==> config.mk <==
export PLATFORM = sky130hd
export DESIGN_NAME = led_pwm_driver
export DESIGN_NICKNAME = d
export VERILOG_FILES = /design/src/rtl/led_pwm_driver_pkg.sv /design/src/rtl/led_pwm_driver_pwm_tick_gen.sv /design/src/rtl/led_pwm_driver.sv
export SDC_FILE = /design/constraint.sdc
export NUM_CORES = 1
export LEC_CHECK = 0
export CAP_MARGIN = 10
export CORE_ASPECT_RATIO = 0.75
export CORE_MARGIN = 4
export CORE_UTILIZATION = 40
export CTS_BUF_LIST = sky130_fd_sc_hd__clkbuf_8
export DETAILED_ROUTE_END_ITERATION = 6
export PLACE_DENSITY_LB_ADDON = 0.12
export SLEW_MARGIN = 5
export SYNTH_ARGS = -nofsm -noshare
export SYNTH_HDL_FRONTEND = slang
export SYNTH_SLANG_ARGS = --single-unit
==> constraint.sdc <==
create_clock -name clk -period 5.4 [get_ports clk]
set_clock_uncertainty 0.2 [all_clocks]
set_input_delay 0.81 -clock clk [delete_from_list [all_inputs] [get_ports clk]]
set_output_delay 0.81 -clock clk [all_outputs]
set_load 0.01 [all_outputs]
==> src/rtl/led_pwm_driver_pkg.sv <==
// Shared encodings for the LED PWM driver: display modes and FSM states.
package led_pwm_driver_pkg;
  typedef enum logic [1:0] {
    MODE_PWM = 2'd0,
    MODE_BAR = 2'd1,
    MODE_BIN = 2'd2,
    MODE_OFF = 2'd3
  } mode_e;

  typedef enum logic {
    IDLE = 1'b0,
    RUN  = 1'b1
  } state_e;
endpackage

==> src/rtl/led_pwm_driver_pwm_tick_gen.sv <==
// Prescaler plus PWM phase counter; both held at zero whenever run is low.
module pwm_tick_gen #(
  parameter int CNT_W    = 4,
  parameter int PRESCALE = 8
) (
  input  logic             clk,
  input  logic             clr,
  input  logic             run,
  output logic             tick,
  output logic [CNT_W-1:0] phase,
  output logic             wrap
);
  localparam int PS_W = (PRESCALE > 1) ? $clog2(PRESCALE) : 1;

  logic [PS_W-1:0] prescale;

  assign tick = run && (prescale == PS_W'(PRESCALE - 1));
  assign wrap = tick && (phase == {CNT_W{1'b1}});

  always_ff @(posedge clk or posedge clr) begin
    if (clr) begin
      prescale <= '0;
      phase    <= '0;
    end else if (!run) begin
      prescale <= '0;
      phase    <= '0;
    end else if (tick) begin
      prescale <= '0;
      phase    <= phase + CNT_W'(1);
    end else begin
      prescale <= prescale + PS_W'(1);
    end
  end
endmodule

==> src/rtl/led_pwm_driver.sv <==
// LED driver: PWM dimming, bargraph, binary or off, with cnt/mode sampled only at period wraps.
module led_pwm_driver
  import led_pwm_driver_pkg::*;
#(
  parameter int NUM_LEDS = 4,
  parameter int CNT_W    = 4,
  parameter int PRESCALE = 8
) (
  input  logic                clk,
  input  logic                clr,
  input  logic                en,
  input  logic [CNT_W-1:0]    cnt,
  input  logic [1:0]          mode,
  output logic [NUM_LEDS-1:0] led,
  output logic                period_done
);
  localparam int unsigned STEP = (1 << CNT_W) / NUM_LEDS;

  state_e              state;
  mode_e               mode_q;
  logic [CNT_W-1:0]    duty_q;
  logic [CNT_W-1:0]    phase;
  logic                tick, wrap, run, pwm_on;
  logic [NUM_LEDS-1:0] led_d;

  // Counters only advance while staying in RUN; en low clears them on the same edge.
  assign run = (state == RUN) && en;

  pwm_tick_gen #(.CNT_W(CNT_W), .PRESCALE(PRESCALE)) u_tick (
    .clk   (clk),
    .clr   (clr),
    .run   (run),
    .tick  (tick),
    .phase (phase),
    .wrap  (wrap)
  );

  assign pwm_on = (phase < duty_q);

  for (genvar i = 0; i < NUM_LEDS; i++) begin : g_led
    localparam int unsigned THR = i * STEP;
    logic bar, bin;
    assign bar = (32'(duty_q) > THR);
    if (i < CNT_W) begin : g_bin
      assign bin = duty_q[i];
    end else begin : g_nobin
      assign bin = 1'b0;
    end
    assign led_d[i] = (mode_q == MODE_PWM) ? pwm_on :
                      (mode_q == MODE_BAR) ? bar    :
                      (mode_q == MODE_BIN) ? bin    : 1'b0;
  end

  always_ff @(posedge clk or posedge clr) begin
    if (clr) begin
      state       <= IDLE;
      duty_q      <= '0;
      mode_q      <= MODE_PWM;
      led         <= '0;
      period_done <= 1'b0;
    end else begin
      case (state)
        IDLE: begin
          led         <= '0;
          period_done <= 1'b0;
          if (en) begin
            state  <= RUN;
            duty_q <= cnt;
            mode_q <= mode_e'(mode);
          end
        end
        default: begin
          if (!en) begin
            state       <= IDLE;
            led         <= '0;
            period_done <= 1'b0;
          end else begin
            led         <= led_d;
            period_done <= wrap;
            if (wrap) begin
              duty_q <= cnt;
              mode_q <= mode_e'(mode);
            end
          end
        end
      endcase
    end
  end
endmodule

==> results.yml, run 1 <==
floorplan:
  die_h_microns: 49.2
  rows: 14
  pin_count: 14
  die_w_microns: 62.9
  core_area_sq_mm: 0.00207
  initial_utilization_pct: 43.7
  dieArea_sq_mm: 0.00309
setup_path:
  required_ns: 4.39
  crit_path_start_kind: "flop"
  setup.worst_path.end_class: "output pin"
  crit_chain: "clkdlybuf4s50_1"
  cp_slowest_stage_delay_ns: 0.53
  crit_fanout: 1
  setup.worst_path.class: "reg -> out"
  crit_family: "buffers and inverters"
  worst_path_max_delay_cell: "clkdlybuf4s50_1"
  crit_arrival_ns: 1.10
  crit_buf_inv: 1
routing:
  avgViaCountPerCell: 5.14
  drt_pass1_iterations: 4
  drcViolationCount: 0
  wl_per_cell_microns: 12.7
  wl_microns: 1510
  drt-initial-drc-count: 14
  ant_nets: 0
  vias: 612
final_layout:
  nets: 111
  layout_common_cells: "dfrtp_1 (19), clkdlybuf4s50_1 (13), nor2_1 (9), nand2_1 (8), o21ai_0 (7)"
  utilization_pct: 52.9
  area_growth_pct: 21.1
  final_common_cell: "dfrtp_1"
  drive_gt1_share_pct: 9.47
  antenna_cells: 0
yosys:
  syn-num-nets: 95
  synth_top_cell_area_share_pct: 52.6
  synth_cells: 80
  post-synth-top-area-cell: "dfrtp_1"
  ys_warn_count: 0
  ys_seq_area_share_pct: 52.6
  synth.distinct_cells: 27
  synth_area_sq_um: 903
  synth-edff-count: 0
  avgSynthCellArea_sq_um: 11.3
  synth-seq-cells: 19
  synth_area_leaders: "dfrtp_1 (53%), ha_1 (8.3%), o21ai_0 (3.9%)"
  async_reset_ff_share_pct: 100
  ys.flop_type: "dfrtp_1"
power_and_ir_drop:
  power_frac_seq_pct: 53.6
  p_int_uw: 225
  power.density_mw_per_mm2: 276
  ir_drop_uv: 169
  leakage_uw: 0.000520
  p_sw_uw: 76.8
  pwr-share-comb_pct: 14.3
  clkPwrFrac_pct: 32.1
  swShare_pct: 25.4
clocking:
  clockRootBuffer: "clkbuf_8"
  ctsResizeCount: 0
  hold_buffers: 0
  clk_path_buf_depth: 2
  cts_made_buffers: 3
  cts_setup_buffers: 0
  worstSkewPairLatency_ns: 0.25
  cts_tree: "yes"
  cts_sinks: 19
  htreeDepth: 1
  cts.clk_slew.worst_paths_ns: 0.07
timing:
  rsz0062_at_grt: "no"
  worst_pin_slew_ns: 0.705
  max-slew-margin-rel_pct: 52.9
  setup_tns_ns: 0
  period_share_pct: 39.2
  fmax_mhz: 473
  hold_viol_final: 0
  setup_violations: 0
  drv_slew: 0
  fin_crit_ns: 2.11
status:
  outcome: "completed"
place:
  routabilityCongestion: 0.778
  portBuffers: 13
  dp_hpwl_microns: 1140
global_routing:
  antenna_found_initial: 0
  grt_max_degree: 20
  grt_pass1_vias: 578
  grt_pass1_wl_microns: 2700
  track_usage_pct: 11.2
  overflow: 0
worst_hold_path:
  hp-class: "reg -> reg"
flow_run:
  max_cap_violations: 0
-- cell type report --
| cell class | instances | area (sq um) |
|---|---|---|
| clock buffers | 3 | 41.3 |
| fillers | 198 | 973 |
| well taps | 24 | 30.0 |
| multi-input cells | 54 | 393 |
| inverters | 5 | 18.8 |
| flip-flops and latches | 19 | 475 |
| repair buffers | 13 | 130 |
| clock inverters | 1 | 5.00 |
-- metrics by stage --
| stage | hold slack, ns | area, sq um | worst slack (ns) | total power (uW) | instances |
|---|---|---|---|---|---|
| after floorplan | 0.215 | 903 | 3.65 | 190 | 80 |
| after global placement | 0.233 | 1050 | 3.05 | 207 | 115 |
| final | 0.239 | 1090 | 3.29 | 302 | 119 |
| after CTS | 0.246 | 1090 | 3.28 | 307 | 119 |
| after detailed placement | 0.234 | 1050 | 3.04 | 208 | 115 |
| after global routing | 0.255 | 1090 | 3.23 | 319 | 119 |
-- worst paths after layout --
path / from / end / slack [ns] / depth (start not counted)
max in group asynchronous: clr / u_tick.prescale[2] / 3.78 / 2
setup / recovery: led[0] / led[0] / 3.29 / 1
min in group asynchronous: clr / led[0] / 0.78 / 2
hold reg to reg: u_tick.prescale[0] / u_tick.prescale[0] / 0.24 / 1
hold / removal: u_tick.prescale[0] / u_tick.prescale[0] / 0.24 / 1
setup reg to reg: u_tick.prescale[0] / mode_q[0] / 3.41 / 5
-- Yosys cell counts (2+ instances only) --
master and n:
a21oi_1 4, dfrtp_1 19, ha_1 6, inv_1 5
mux2_4 2, nand2_1 8, nor2_1 9, o21ai_0 7
xor2_1 2
-- power by group through the flow --
stage / clock network, uW / logic [uW] / registers [uW]
floorplan: 0 / 27.9 / 162
global placement: 0 / 42.9 / 164
detailed placement: 0 / 43.6 / 164
CTS: 101 / 43.9 / 162
global route: 107 / 48.7 / 163
finish: 96.9 / 43.2 / 162
-- state kept, by name, summed over array words and instances, names as in the netlist --
signal / count
duty_q: 4
led: 4
mode_q: 2
period_done: 1
state: 1
u_tick.phase: 4
u_tick.prescale: 3
-- routing by layer --
layer	wire, microns	up-vias	global-route usage (%)
met5	0	-	0
met4	6	0	2.20
met3	106	2	5.99
met2	602	18	15.6
met1	794	285	15.4
li1	-	307	-
-- kinds of logic after synthesis --
group | synth area share [%]
AND/OR/NAND/NOR | 14.1
buffers and inverters | 3.88
adder cells (fa/ha/maj) | 8.31
flip-flops | 52.6
multiplexers | 4.43
XOR/XNOR | 2.91
AO/OA/AOI/OAI | 13.7
Power figures use the tool's default switching activity.
==> inputs of run 2 (changes only) <==
==> constraint.sdc (replaced) <==
create_clock -name clk -period 1.7 [get_ports clk]
set_clock_uncertainty 0.2 [all_clocks]
set_input_delay 0.255 -clock clk [delete_from_list [all_inputs] [get_ports clk]]
set_output_delay 0.255 -clock clk [all_outputs]
set_load 0.01 [all_outputs]
==> run 2 against run 1 <==
  * Via count rose by 7.5%
  * Core utilization grew 5.4 points
  * Worst hold slack lost 0.12 ns
  * Sequential power rose to 3.2 times the previous value
  * Cell area is 10% higher
  * Register-to-register slack got worse by 3.3 ns
  * Global-route usage is 1.4 points higher
  * First-iteration DRC count increased by 43%
  * Sequential cell count unchanged
  * Non-clock buffer count rose by 10
  * Worst setup slack worse by 3.2 ns
==> results.yml, run 2 (same netlist as run 1, synthesis figures left out) <==
status:
  outcome: "completed"
global_routing:
  overflow: 0
  grt_pass1_vias: 658
  antenna_found_initial: 0
  grt_pass1_wl_microns: 2970
  grt_max_degree: 20
  track_usage_pct: 12.6
routing:
  ant_nets: 0
  drt-initial-drc-count: 20
  drt_pass1_iterations: 4
  avgViaCountPerCell: 5.10
  vias: 658
  wl_per_cell_microns: 13.5
  wl_microns: 1750
  drcViolationCount: 0
place:
  routabilityCongestion: 0.828
  place_ws_ns: 0.0519
  placed_cells: 124
  dp_hpwl_microns: 1310
  portBuffers: 13
worst_hold_path:
  hp-class: "in -> async"
clocking:
  hold_buffers: 0
  cts_sinks: 19
  clk_path_buf_depth: 2
  cts.clk_slew.worst_paths_ns: 0.07
  clockRootBuffer: "clkbuf_8"
  cts_tree: "yes"
  htreeDepth: 1
  worstSkewPairLatency_ns: 0.25
  cts_made_buffers: 3
final_layout:
  layout_common_cells: "dfrtp_1 (19), clkdlybuf4s50_1 (13), buf_4 (10), nor2_1 (9), nand2_1 (8)"
  final_cells: 129
  largestRegisters: "duty_q x4, led x4, u_tick.phase x4"
  antenna_cells: 0
  drive_gt1_share_pct: 22.9
  final_common_cell: "dfrtp_1"
  area_growth_pct: 33.5
  nets: 121
flow_run:
  max_cap_violations: 0
timing:
  whs_ns: 0.119
  drv_slew: 0
  max-slew-margin-rel_pct: 74.9
  fin_crit_ns: 1.63
  hold_viol_final: 0
  worst_pin_slew_ns: 0.375
  rsz0062_at_grt: "yes"
  setup_violations: 0
  setup_ws_ns: 0.0664
  fmax_mhz: 612
  period_share_pct: 96.1
power_and_ir_drop:
  leakage_uw: 0.000570
  ir_drop_uv: 481
  power.density_mw_per_mm2: 832
  power_uw: 1000
setup_path:
  crit_path_start_kind: "flop"
  crit_family: "compound AO/OA/AOI/OAI gates"
  crit_fanout: 4
  cp_slowest_stage_delay_ns: 0.40
  worst_path_max_delay_cell: "o41ai_4"
  setup.worst_path.end_class: "flop"
  setup.worst_path.class: "reg -> reg"
  crit_chain: "inv_2 -> ha_1 -> nand2_1 -> o41ai_4 -> nor2_1"
  crit_arrival_ns: 1.56
  required_ns: 1.62
  crit_buf_inv: 1
floorplan:
  rows: 14
  die_w_microns: 62.9
  die_h_microns: 49.2
  dieArea_sq_mm: 0.00309
  core_area_sq_mm: 0.00207
  pin_count: 14
  initial_utilization_pct: 43.7
==> run 2: final timing paths <==
check,start,end,slack [ns],cells after the start
worst min register to register,u_tick.prescale[0],u_tick.prescale[0],0.25,1
worst min-delay path,clr,mode_q[0],0.12,3
min in group clk,u_tick.prescale[0],u_tick.prescale[0],0.25,1
max in group asynchronous,clr,u_tick.prescale[1],0.98,3
worst max register to register,duty_q[2],led[0],0.07,5
worst max-delay path,duty_q[2],led[0],0.07,5
==> run 2: cell type report <==
class,instances,area [sq um]
Inverter,5,18.8
Fill cell,175,861
Timing Repair Buffer,23,205
Multi-Input combinational cell,54,430
Clock inverter,1,5.00
Sequential cell,19,475
Tap cell,24,30.0
Clock buffer,3,41.3
==> run 2: tightest hold or removal path, stage by stage <==
cell             delay [ns]
clkdlybuf4s50_1        0.39
inv_1                  0.05
buf_4                  0.25
==> run 2: metrics by stage <==
step | utilization [%] | cell area (sq um) | TNS (ns)
finish | 58.4 | 1210 | 0
global route | 58.4 | 1210 | -0.0661
CTS | 56.9 | 1180 | 0
detailed placement | 54.7 | 1130 | 0
global placement | 54.7 | 1130 | 0
floorplan | - | 918 | -0.0234
==> run 2: where the power goes <==
part	switching, uW	total [uW]	internal [uW]
clock network	147	310	163
logic	82.7	175	92.7
registers	36.2	518	482
==> run 2: routing by layer <==
metal	part of all wire, %	GRT usage [%]	routed length (microns)	up-vias
li1	-	-	-	327
met1	51	17.5	891	312
met2	41	17.7	720	17
met3	6.7	4.84	117	2
met4	0.92	4.40	16	0
met5	0	0	0	-
==> run 2: timing repair <==
| item | CTS | global route |
|---|---|---|
| endpoints found under the setup margin | 0 | 4 |
| resized for setup | 0 | 4 |
| buffers inserted | 0 | 1 |
| hold endpoints to repair | 0 | 0 |
